**config.mk**
```make
export PLATFORM = sky130hd
export DESIGN_NAME = game_sequencer
export DESIGN_NICKNAME = d
export VERILOG_FILES = /design/src/rtl/game_sequencer.sv
export SDC_FILE = /design/constraint.sdc
export NUM_CORES = 1
export LEC_CHECK = 0
export BUFFER_PORTS_ARGS = -buffer_cell sky130_fd_sc_hd__buf_2
export CAP_MARGIN = 30
export CORE_MARGIN = 10
export CORE_UTILIZATION = 46
export CTS_CLUSTER_SIZE = 25
export DETAILED_ROUTE_END_ITERATION = 8
export PLACE_DENSITY = 0.72
export SYNTH_ARGS = -nofsm -noshare
export SYNTH_HDL_FRONTEND = slang
export SYNTH_SLANG_ARGS = --single-unit
```
**constraint.sdc**
```tcl
create_clock -name clk -period 6.1 [get_ports clk]
set_input_delay 1.83 -clock clk [delete_from_list [all_inputs] [get_ports clk]]
set_output_delay 1.83 -clock clk [all_outputs]
set_load 0.005 [all_outputs]
```
**src/rtl/game_sequencer.sv**
```systemverilog
// Game-flow controller: slow tick divider, jump/scroll phase counters, the
// IDLE/PLAY/SCROLL/OVER state machine and lowest-platform ring bookkeeping.
module game_sequencer #(
    parameter int TICK_DIV     = 3000000,
    parameter int JUMP_TICKS   = 14,
    parameter int SCROLL_TICKS = 3,
    parameter int JT_W         = 6
) (
    input  logic            clk,
    input  logic            rst,
    input  logic            start,
    input  logic            land,
    input  logic [1:0]      land_id,
    input  logic            fall_out,
    output logic            tick,
    output logic [JT_W-1:0] jump_t,
    output logic            falling,
    output logic            scroll_en,
    output logic [1:0]      scroll_t,
    output logic [1:0]      lowest_id,
    output logic            respawn,
    output logic [1:0]      respawn_id,
    output logic [1:0]      state,
    output logic            game_over
);
    localparam int DIV_W = (TICK_DIV > 2) ? $clog2(TICK_DIV) : 1;
    localparam logic [JT_W-1:0] JT_MAX = {JT_W{1'b1}};

    typedef enum logic [1:0] {IDLE = 2'd0, PLAY = 2'd1, SCROLL = 2'd2, OVER = 2'd3} state_t;

    state_t          cur, nxt;
    logic [DIV_W-1:0] div_cnt, div_nxt, div_wrap;
    logic [JT_W-1:0]  jt_nxt, jt_adv;
    logic [1:0]       st_nxt, low_nxt, tgt_nxt, rid_nxt, target;
    logic             first, first_nxt, resp_nxt;
    logic             running, land_ok, rebounce, scroll_done;

    assign running     = (cur == PLAY) || (cur == SCROLL);
    assign tick        = running && (div_cnt == DIV_W'(TICK_DIV - 1));
    assign div_wrap    = tick ? '0 : div_cnt + 1'b1;
    assign falling     = jump_t >= JT_W'(JUMP_TICKS / 2);
    assign scroll_en   = (cur == SCROLL);
    assign game_over   = (cur == OVER);
    assign state       = cur;
    assign scroll_done = (scroll_t == 2'(SCROLL_TICKS - 1));

    // Before the first scroll the doodle bounces on the ground: the arc wraps
    // at JUMP_TICKS. Afterwards it keeps counting up and saturates.
    assign jt_adv = (first && jump_t == JT_W'(JUMP_TICKS)) ? '0 :
                    (jump_t == JT_MAX) ? JT_MAX : jump_t + 1'b1;

    // Only the standing platform (rebounce) or the next one up the ring counts.
    assign rebounce = !first && (land_id == lowest_id);
    assign land_ok  = falling &&
                      ((land_id == lowest_id) || (!first && land_id == 2'(lowest_id + 2'd1)));

    always_ff @(posedge clk or posedge rst) begin
        if (rst) begin
            cur        <= IDLE;
            div_cnt    <= '0;
            jump_t     <= '0;
            scroll_t   <= '0;
            lowest_id  <= '0;
            target     <= '0;
            first      <= 1'b1;
            respawn    <= 1'b0;
            respawn_id <= '0;
        end else begin
            cur        <= nxt;
            div_cnt    <= div_nxt;
            jump_t     <= jt_nxt;
            scroll_t   <= st_nxt;
            lowest_id  <= low_nxt;
            target     <= tgt_nxt;
            first      <= first_nxt;
            respawn    <= resp_nxt;
            respawn_id <= rid_nxt;
        end
    end

    always_comb begin
        nxt       = cur;
        div_nxt   = div_cnt;
        jt_nxt    = jump_t;
        st_nxt    = scroll_t;
        low_nxt   = lowest_id;
        tgt_nxt   = target;
        first_nxt = first;
        resp_nxt  = 1'b0;
        rid_nxt   = respawn_id;
        case (cur)
            IDLE, OVER: begin
                if (start) begin
                    nxt       = PLAY;
                    div_nxt   = '0;
                    jt_nxt    = '0;
                    st_nxt    = '0;
                    low_nxt   = '0;
                    first_nxt = 1'b1;
                end
            end
            PLAY: begin
                if (fall_out) begin
                    nxt     = OVER;
                    div_nxt = '0;
                end else if (land && land_ok) begin
                    jt_nxt  = '0;
                    div_nxt = '0;
                    st_nxt  = '0;
                    if (!rebounce) begin
                        nxt     = SCROLL;
                        tgt_nxt = land_id;
                    end
                end else begin
                    div_nxt = div_wrap;
                    if (tick) jt_nxt = jt_adv;
                end
            end
            SCROLL: begin
                if (fall_out) begin
                    nxt     = OVER;
                    div_nxt = '0;
                end else begin
                    div_nxt = div_wrap;
                    if (tick) begin
                        jt_nxt = jt_adv;
                        if (scroll_done) begin
                            st_nxt    = 2'(SCROLL_TICKS);
                            nxt       = PLAY;
                            low_nxt   = target;
                            first_nxt = 1'b0;
                            // The very first scroll only lifts off the ground.
                            if (!first) begin
                                resp_nxt = 1'b1;
                                rid_nxt  = lowest_id;
                            end
                        end else begin
                            st_nxt = scroll_t + 2'd1;
                        end
                    end
                end
            end
            default: nxt = IDLE;
        endcase
    end
endmodule

```
==> metrics.md <==
| Metric | Value |
|---|---|
| Antenna viol nets, final | 0 |
| Final period util | 69.0% |
| DR vias/cell | 5.79 |
| Final setup fails | 0 |
| Dominant cell by count in the synthesized netlist | dfrtp_1 |
| First-pass GRT wire length | 10200 um |
| FILL cells | 484 |
| Worst-path fanout max | 12 |
| Chip Height | 93.3 um |
| Final Hold Viols | 0 |
| RSZ-0062 raised after global routing | no |
| Clock sink count | 40 |
| Worst vdd ir | 0.000144 V |
| Async S/R FF share, synth | 100% |
| Avg Cell Area, Syn | 8.92 um^2 |
| Port Buffers | 25 |
| Row count | 26 |
| Setup CP Type | flip-flop to output pin |
| Footprint of the multi-input gates | 0.00139 mm^2 |
| Max Root-Sink Buffers | 2 |
| Final max-slew violation count | 0 |
| Placed cell areas | 0.00267 mm^2 |
| Leak Pwr | 1.21 nW |
| Chip width | 93.3 um |
| Worst skew pair latency | 0.29 ns |
| Gpl congestion | 0.864 |
| Sequential-to-total area share from yosys stat | 40.6% |
| Vias post-DR | 2161 |
| Final non-filler cell total | 373 |
| Die Area | 0.00870 mm^2 |
| Top cells by area, synth | dfrtp_1 (39%), nand2_1 (5.5%), nand3_1 (5.5%) |
| FF/Latch Area | 0.00100 mm^2 |
| Final sum of negative setup slack | 0 ns |
| Tightest Hold Check Type | flip-flop to flip-flop |
| Net Count, Synth | 291 |
| Worst Tran Pin Value | 0.514 ns |
| Synth top area share | 39.5% |
| Post-CTS setup buffers | 0 |
| Main synth FF type | dfrtp_1 |
| CTS Buf Count | 5 |
| Synth cell types | 52 |
| Cts-stage hold buffer count | 0 |
| Rel. slew slack | 65.7% |
| Crit start category | flip-flop |
| Maxcap violations | 0 |
| Clk pin slew, worst setup/hold paths | 0.07 ns |
| Number of synthesized flops with an enable pin | 0 |
| Global-route usage over all layers | 13.9% |
| Clock skew | 0.0103 ns |
| TritonCTS clock tree | done |
| Final wirelength | 5610 um |
| Vias in the first global route | 2162 |
| Post-Syn Area | 0.00247 mm^2 |
| Req. time, crit path | 4.27 ns |
| CTS root buffer | clkbuf_8 |
| Number of synthesis warnings | 0 |
| CTS H-tree depth | 2 |
| Tmin final | 4.21 ns |
| Min Hold Slack | 0.509 ns |
| N_diodes | 0 |
| Arrival @ worst endpoint | 2.38 ns |
| Core ar. | 0.00517 mm^2 |
| Initial drt markers | 121 |
| Final instance area | 0.00276 mm^2 |
| Detailed-router iteration count before antenna repair | 4 |
| Pin count of the biggest net entering global routing | 41 |
| Layout cells sized above 1 | 16.5% |
| Status | finished, final reports clean |
| Seq cells post-synth | 40 |
| Crit end category | output pin |
| Wire per inst | 15.0 um |
| DRC errors left | 0 |
| # resized after CTS | 0 |
| Nets | 316 |
| IO Pins | 26 |
| F_max | 0.238 GHz |
| Post-detail-place hpwl | 4100 um |
| Placed insts | 365 |
| Power density cells | 280 mW/mm^2 |
| Starting Density | 47.8% |
| Initial antenna violation count | 0 |
| Synth Instances | 277 |
| Largest area contributor in the synthesized netlist | dfrtp_1 |
| Commonest cells post-synth | dfrtp_1 (39), nand2_1 (36), nand3_1 (27) |
| Total gr overflow | 0 |
| Layout area overhead | 11.7% |
-- layout by cell type (no fill, tap or decap), types with 3 or more instances in the layout --
cell      instances
and3_1            6
clkbuf_8          6
dfrtp_1          39
or2_2             4
and4_1            3
ha_1              7
nand3_1          27
mux2i_1           6
and2_1            4
a41oi_1           3
nor3_1            6
buf_4             3
nor2b_1           3
o21ai_0           8
a21oi_1          17
inv_1            12
buf_2            25
o31ai_1           3
o311ai_0         10
or3_1             5
mux2_2            5
nor2_1           18
a22o_1            4
nand4_1           5
nand2_1          36
-- per-stage QoR --
stage	setup WS, ns	utilization, %	power [mW]
finish	1.89	53.4	0.773
global route	1.79	53.4	0.831
CTS	1.89	53.4	0.782
detailed placement	1.91	51.6	0.598
global placement	1.96	51.6	0.594
floorplan	2.49	-	0.510
-- power breakdown --
part	switching (mW)	leakage (nW)	total, mW	internal (mW)
registers	0.0111	0.551	0.287	0.276
logic	0.205	0.613	0.304	0.0992
clock network	0.0887	0.0455	0.181	0.0923
total	0.305	1.21	0.773	0.468
-- layout make-up --
type                       instances  share of cell area (%)
clock buffer                       8                    3.26
inverter                          12                    1.63
multi-input combinational        215                    50.3
sequential                        40                    36.3
tap                               70                    3.17
timing repair buffer              28                    5.35
-- sequential cells by signal, summed over array words and instances (netlist names) --
| signal | count |
|---|---|
| div_cnt | 22 |
| first | 1 |
| lowest_id | 2 |
| respawn_id | 2 |
| respawn | 1 |
| jump_t | 6 |
| target | 2 |
| state | 2 |
| scroll_t | 2 |
-- worst max-delay path, cell delays in order, from the launching register on --
cell and delay, ns:
dfrtp_1 0.39, inv_1 0.07, ha_1 0.45, nand2b_1 0.22
or4b_4 0.52, nor3_4 0.28, buf_2 0.16
-- worst paths after layout --
path	startpoint	endpoint	slack, ns	depth (start not counted)
max	state[0]	tick	1.89	6
min	respawn_id[0]	respawn_id[0]	0.51	1
max reg2reg	state[0]	div_cnt[3]	3.21	8
min reg2reg	respawn_id[0]	respawn_id[0]	0.51	1
max in group asynchronous	rst	first	4.09	3
min in group asynchronous	rst	div_cnt[14]	1.65	3
-- per-layer routing --
layer	up-vias	wire, um	global-route usage (%)
li1	1092	-	-
met1	1015	2620	17.6
met2	50	2640	22.9
met3	4	324	3.76
met4	0	34	3.21
met5	-	0	0
-- cell families (layout without fill, tap and decap cells) --
group,after synthesis,count (layout),synth area share [%]
AO/OA/AOI/OAI,62,62,17.7
buffers and inverters,22,48,3.49
flip-flops,40,40,40.6
multiplexers,11,11,4.71
adder cells (fa/ha/maj),7,7,3.54
AND/OR/NAND/NOR,132,132,28.9
XOR/XNOR,3,3,1.06
Note: power is estimated with default switching activity, not from simulation.
